`config.mk`:
```
export PLATFORM = sky130hd
export DESIGN_NAME = seq_multiplier8
export DESIGN_NICKNAME = d
export VERILOG_FILES = /design/src/rtl/seq_multiplier8.sv
export SDC_FILE = /design/constraint.sdc
export NUM_CORES = 1
export LEC_CHECK = 0
export CORE_MARGIN = 5
export CORE_UTILIZATION = 45
export CTS_CLUSTER_SIZE = 40
export DETAILED_ROUTE_END_ITERATION = 7
export PLACE_DENSITY = 0.73
export SLEW_MARGIN = 10
export SYNTH_ARGS = -nofsm -noshare
export SYNTH_HDL_FRONTEND = slang
export SYNTH_SLANG_ARGS = --single-unit
```
`constraint.sdc`:
```
create_clock -name clk -period 3.5 [get_ports clk]
set_clock_uncertainty 0.1 [all_clocks]
set_input_delay 0.35 -clock clk [delete_from_list [all_inputs] [get_ports clk]]
set_output_delay 0.35 -clock clk [all_outputs]
set_load 0.005 [all_outputs]
```
`src/rtl/seq_multiplier8.sv`:
```
// -----------------------------------------------------------------------------
// seq_multiplier8
// Multi-cycle 8x8 shift-add multiplier for the MUL/IMUL paths of the
// 8086-style ALU. It produces a 16-bit product and the CF/OF overflow flag,
// and uses a start/busy/done handshake.
//
// Signed operands are converted to magnitudes when the operation starts. The
// unsigned core then runs one add/shift iteration per clock. The sign is
// applied again in the FIX state.
//
// Optional build macro: MULT_ZERO_SKIP_EN. When it is defined, a zero operand
// skips the iteration phase and goes straight to FIX with a zero result.
// -----------------------------------------------------------------------------
module seq_multiplier8 #(
    parameter int WIDTH = 8
) (
    input  logic                 clk,
    input  logic                 rst,
    input  logic                 start,
    input  logic                 signed_mode,
    input  logic [WIDTH-1:0]     multiplicand,
    input  logic [WIDTH-1:0]     multiplier,
    output logic [2*WIDTH-1:0]   product,
    output logic                 overflow,
    output logic                 busy,
    output logic                 done
);

    localparam int CW = $clog2(WIDTH + 1);

    typedef enum logic [1:0] {
        ST_IDLE = 2'd0,
        ST_RUN  = 2'd1,
        ST_FIX  = 2'd2
    } state_t;

    // Magnitude of an operand. In signed mode, -128 becomes 0x80, which the
    // core then treats as unsigned 128.
    function automatic logic [WIDTH-1:0] operand_mag(input logic [WIDTH-1:0] x,
                                                     input logic             sm);
        logic [WIDTH-1:0] m;
        if (sm && x[WIDTH-1]) begin
            m = {WIDTH{1'b0}} - x;
        end else begin
            m = x;
        end
        return m;
    endfunction

    state_t               state_r;
    state_t               state_s;

    logic [WIDTH-1:0]     mcand_r;
    logic [WIDTH-1:0]     mplr_r;
    logic [WIDTH-1:0]     acc_hi_r;
    logic [CW-1:0]        cnt_r;
    logic                 neg_r;
    logic                 sm_r;

    logic [2*WIDTH-1:0]   product_r;
    logic                 overflow_r;
    logic                 busy_r;
    logic                 done_r;

    logic                 zero_op_s;
    logic                 load_s;
    logic                 iter_s;
    logic                 fix_s;
    logic                 busy_s;
    logic                 done_s;
    logic [WIDTH:0]       sum_s;
    logic [2*WIDTH-1:0]   raw_s;
    logic [2*WIDTH-1:0]   fix_product_s;
    logic                 fix_ovf_s;

    // Detect a zero operand when the short-cut path is built in.
    always_comb begin
`ifdef MULT_ZERO_SKIP_EN
        if ((multiplicand == {WIDTH{1'b0}}) || (multiplier == {WIDTH{1'b0}})) begin
            zero_op_s = 1'b1;
        end else begin
            zero_op_s = 1'b0;
        end
`else
        zero_op_s = 1'b0;
`endif
    end

    // State register.
    always_ff @(posedge clk or posedge rst) begin
        if (rst) begin
            state_r <= ST_IDLE;
        end else begin
            state_r <= state_s;
        end
    end

    // Next-state logic. A start request is seen only in IDLE.
    always_comb begin
        state_s = state_r;
        case (state_r)
            ST_IDLE: begin
                if (start) begin
                    if (zero_op_s) begin
                        state_s = ST_FIX;
                    end else begin
                        state_s = ST_RUN;
                    end
                end else begin
                    state_s = ST_IDLE;
                end
            end
            ST_RUN: begin
                if (cnt_r == CW'(1)) begin
                    state_s = ST_FIX;
                end else begin
                    state_s = ST_RUN;
                end
            end
            ST_FIX: begin
                state_s = ST_IDLE;
            end
            default: begin
                state_s = ST_IDLE;
            end
        endcase
    end

    // Control decode. Busy follows the next state, so it rises on the start edge.
    always_comb begin
        load_s = 1'b0;
        iter_s = 1'b0;
        fix_s  = 1'b0;
        case (state_r)
            ST_IDLE: begin
                load_s = start;
            end
            ST_RUN: begin
                iter_s = 1'b1;
            end
            ST_FIX: begin
                fix_s = 1'b1;
            end
            default: begin
                load_s = 1'b0;
            end
        endcase
        busy_s = (state_s != ST_IDLE);
        done_s = fix_s;
    end

    // One iteration adds the multiplicand to the upper half. The add uses a
    // 9-bit sum so that the carry is kept.
    always_comb begin
        if (mplr_r[0]) begin
            sum_s = {1'b0, acc_hi_r} + {1'b0, mcand_r};
        end else begin
            sum_s = {1'b0, acc_hi_r};
        end
    end

    // Apply the sign to the magnitude product, then derive CF/OF from the
    // final value.
    always_comb begin
        raw_s = {acc_hi_r, mplr_r};
        if (neg_r) begin
            fix_product_s = {(2*WIDTH){1'b0}} - raw_s;
        end else begin
            fix_product_s = raw_s;
        end
        if (sm_r) begin
            fix_ovf_s = (fix_product_s[2*WIDTH-1:WIDTH] != {WIDTH{fix_product_s[WIDTH-1]}});
        end else begin
            fix_ovf_s = (fix_product_s[2*WIDTH-1:WIDTH] != {WIDTH{1'b0}});
        end
    end

    // Operand latch and the shift-add datapath: {carry, acc_hi, mplr} >> 1.
    always_ff @(posedge clk or posedge rst) begin
        if (rst) begin
            mcand_r  <= {WIDTH{1'b0}};
            mplr_r   <= {WIDTH{1'b0}};
            acc_hi_r <= {WIDTH{1'b0}};
            cnt_r    <= {CW{1'b0}};
            neg_r    <= 1'b0;
            sm_r     <= 1'b0;
        end else if (load_s) begin
            sm_r     <= signed_mode;
            neg_r    <= signed_mode & (multiplicand[WIDTH-1] ^ multiplier[WIDTH-1]);
            mcand_r  <= operand_mag(multiplicand, signed_mode);
            acc_hi_r <= {WIDTH{1'b0}};
            cnt_r    <= CW'(WIDTH);
            if (zero_op_s) begin
                mplr_r <= {WIDTH{1'b0}};
            end else begin
                mplr_r <= operand_mag(multiplier, signed_mode);
            end
        end else if (iter_s) begin
            acc_hi_r <= sum_s[WIDTH:1];
            mplr_r   <= {sum_s[0], mplr_r[WIDTH-1:1]};
            cnt_r    <= cnt_r - CW'(1);
        end else begin
            mcand_r  <= mcand_r;
            mplr_r   <= mplr_r;
            acc_hi_r <= acc_hi_r;
            cnt_r    <= cnt_r;
            neg_r    <= neg_r;
            sm_r     <= sm_r;
        end
    end

    // Registered outputs. Product and flag change only in FIX or on reset.
    always_ff @(posedge clk or posedge rst) begin
        if (rst) begin
            product_r  <= {(2*WIDTH){1'b0}};
            overflow_r <= 1'b0;
            busy_r     <= 1'b0;
            done_r     <= 1'b0;
        end else begin
            busy_r <= busy_s;
            done_r <= done_s;
            if (fix_s) begin
                product_r  <= fix_product_s;
                overflow_r <= fix_ovf_s;
            end else begin
                product_r  <= product_r;
                overflow_r <= overflow_r;
            end
        end
    end

    assign product  = product_r;
    assign overflow = overflow_r;
    assign busy     = busy_r;
    assign done     = done_r;

endmodule

```
==> qor.yml <==
peakVddDrop_uv: 289
r2r_slack_ns: 0.83
hold_path_class: "flop to flop"
route.detailed.drc: 0
grt_max_degree: 52
place_hpwl_microns: 4920
whs_path_depth: 2
cp-end-kind: "flop"
cts_tree: "built"
wl_per_cell_microns: 14.4
die_h_microns: 92.1
critical_path.max_stage_delay_ns: 0.54
wirelength_microns: 6550
grt_use_met3_pct: 3.45
vias: 2513
power_density_nw_per_um2: 801
setup_tns_ns: 0
placed_cells: 448
worst-path-buf-inv: 1
timing.rr.end: "overflow"
grt_setup_unrepaired: "no"
synthMostInstantiatedCell: "nand2_1"
reg2regPathDepth: 9
detail-route-antenna-nets: 0
ys_seq_area_share_pct: 42.1
crit_slowest_cell: "dfrtp_1"
port_buffers: 38
io_pins: 39
yosys-top-cells-count: "55 x nand2_1, 51 x dfrtp_1, 46 x o21ai_0, 19 x xor2_1, 18 x nor2_1"
post-route-min-period_ns: 2.67
nets: 409
grt_first_pass_wirelength_microns: 11300
synth.distinct_cells: 42
clk_latency_ns: 0.31
antenna_found_initial: 0
cp.required_ns: 3.60
regToRegStartpoint: "mplr_r[0]"
use_met1_pct: 20.7
routed_via_density: 5.51
cts-root-buf: "clkbuf_8"
tightest_slew_ns: 1.06
crit_fanout: 11
top_usage_layer: "met2"
die_x_microns: 92.1
cts_setup_buffers: 0
drv_slew: 0
initial_utilization_pct: 45.4
num_antenna_cells: 0
fmax_mhz: 375
dr.pass1.iters: 4
status: "finished clean"
cts.sinks: 51
cts-htree-levels: 2
syn-mean-instance-area_sq_um: 8.77
clkTransAtPathRegs_ns: 0.09
yosysTopAreaCellShare_pct: 42.1
grt_pass1_vias: 2460
synth_edf_count: 0
final_cells: 456
rows: 30
drive_gt1_share_pct: 4.79
p_leak_nw: 1.55
ys_seq_elements: 51
cts-resized-gates: 0
finalPower_mw: 2.85
synthesis.area_sq_um: 3030
hold_viol: 0
critPathKind: "flop to flop"
setup_viol: 0
yosys_warnings: 0
numCtsBuffers: 5
utilization_pct: 53.3
yosys-top-cells-area: "dfrtp_1 42%, o21ai_0 7.6%, nand2_1 6.8%, xor2_1 5.5%, ha_1 5.4%"
gp_congestion: 0.871
die-area_sq_um: 8490
areaGrowthSynthToFinish_pct: 17.4
hp-start: "product[10]"
cts_buffer_depth: 2
grt_remaining_overflow: 0
worstPathCellList: "inv_1 > ha_1 > nor3b_1 > nand4_1 > nand2b_1 > o21ai_0 > a32oi_1 > nor4_2 > nor3b_2"
maxSlewHeadroom_pct: 29.4
min_to: "product[10]"
syn-num-nets: 380
ys_dominant_reg_cell: "dfrtp_1"
syn_inst: 346
nFillCells: 637
grt.total_usage_pct: 16.3
drv_cap: 0
core_area_sq_um: 6680
cp-start-kind: "flop"
first_iter_violations: 120
synth_top_cell_by_area: "dfrtp_1"
async_reset_ff_share_pct: 100
holdBufCountCts: 0
min_period_over_period_pct: 76.2
use_met2_pct: 27.6
critPathTopFamily: "simple AND/OR/NAND/NOR gates"
arrival_ns: 2.77
-- power by group --
part | total (mW) | switching [mW] | internal (mW)
clock | 0.382 | 0.201 | 0.180
combinational | 1.34 | 0.711 | 0.633
sequential | 1.13 | 0.303 | 0.824
-- cell families after synthesis --
kind of cell	Yosys count	share of synthesized area (%)
AO/OA/AOI/OAI	89	17.2
buffers and inverters	35	4.62
adder cells (fa/ha/maj)	14	6.02
XOR/XNOR	31	8.95
AND/OR/NAND/NOR	118	18.5
multiplexers	8	2.64
flip-flops	51	42.1
-- cell usage in the layout, fill, tap and decap left out, types with 4 or more instances in the layout --
cell,instances
o31ai_1,5
nor2_1,18
clkbuf_8,7
nand2b_1,4
xnor2_1,12
dfrtp_1,51
clkdlybuf4s50_1,38
inv_1,15
o21ai_0,46
o22ai_1,8
nand2_1,55
xor2_1,19
a21oi_1,14
mux2i_1,8
ha_1,13
nand3_1,13
nor2b_1,4
nor3_1,5
-- cell type report --
| class | instances | area [sq um] | share of cell area [%] |
|---|---|---|---|
| sequential | 51 | 1280 | 35.8 |
| inverter | 16 | 60.1 | 1.69 |
| tap | 80 | 100 | 2.81 |
| multi-input combinational | 260 | 1620 | 45.4 |
| clock buffer | 7 | 96.3 | 2.71 |
| timing repair buffer | 41 | 403 | 11.3 |
| clock inverter | 1 | 7.51 | 0.211 |
-- sequential cells by signal, indices dropped and copies added, names as in the netlist --
register / count
product: 16
cnt_r: 4
busy: 1
done: 1
state_r: 2
neg_r: 1
mplr_r: 8
acc_hi_r: 8
sm_r: 1
mcand_r: 8
overflow: 1
-- worst min-delay path, cell delays in order (launching register included) --
cell and delay [ns]:
dfrtp_1 0.35, nand2_1 0.04, o21ai_0 0.05
-- routing by layer --
metal | part of all wire, % | routed length (microns)
met5 | 0 | 0
met4 | 1.2 | 76
met3 | 4.5 | 295
met2 | 48 | 3170
met1 | 46 | 3010
-- how the worst max path moves through the flow --
| stage | cells after the start | slack, ns | start | endpoint |
|---|---|---|---|---|
| after global placement | 9 | 0.92 | mplr_r[0] | overflow |
| after detailed placement | 9 | 0.84 | mplr_r[0] | overflow |
| after floorplan | 10 | 1.04 | mplr_r[0] | overflow |
| final | 9 | 0.83 | mplr_r[0] | overflow |
| after global routing | 9 | 0.53 | mplr_r[0] | overflow |
| after CTS | 9 | 0.83 | mplr_r[0] | overflow |
-- metrics by stage --
stage / setup slack (ns) / area (sq um) / hold slack (ns)
after global placement: 0.920 / 3460 / 0.361
final: 0.832 / 3560 / 0.381
after floorplan: 1.04 / 3030 / 0.347
after global routing: 0.532 / 3560 / 0.424
after CTS: 0.828 / 3560 / 0.392
after detailed placement: 0.841 / 3460 / 0.370
(Power assumes the default switching activity.)
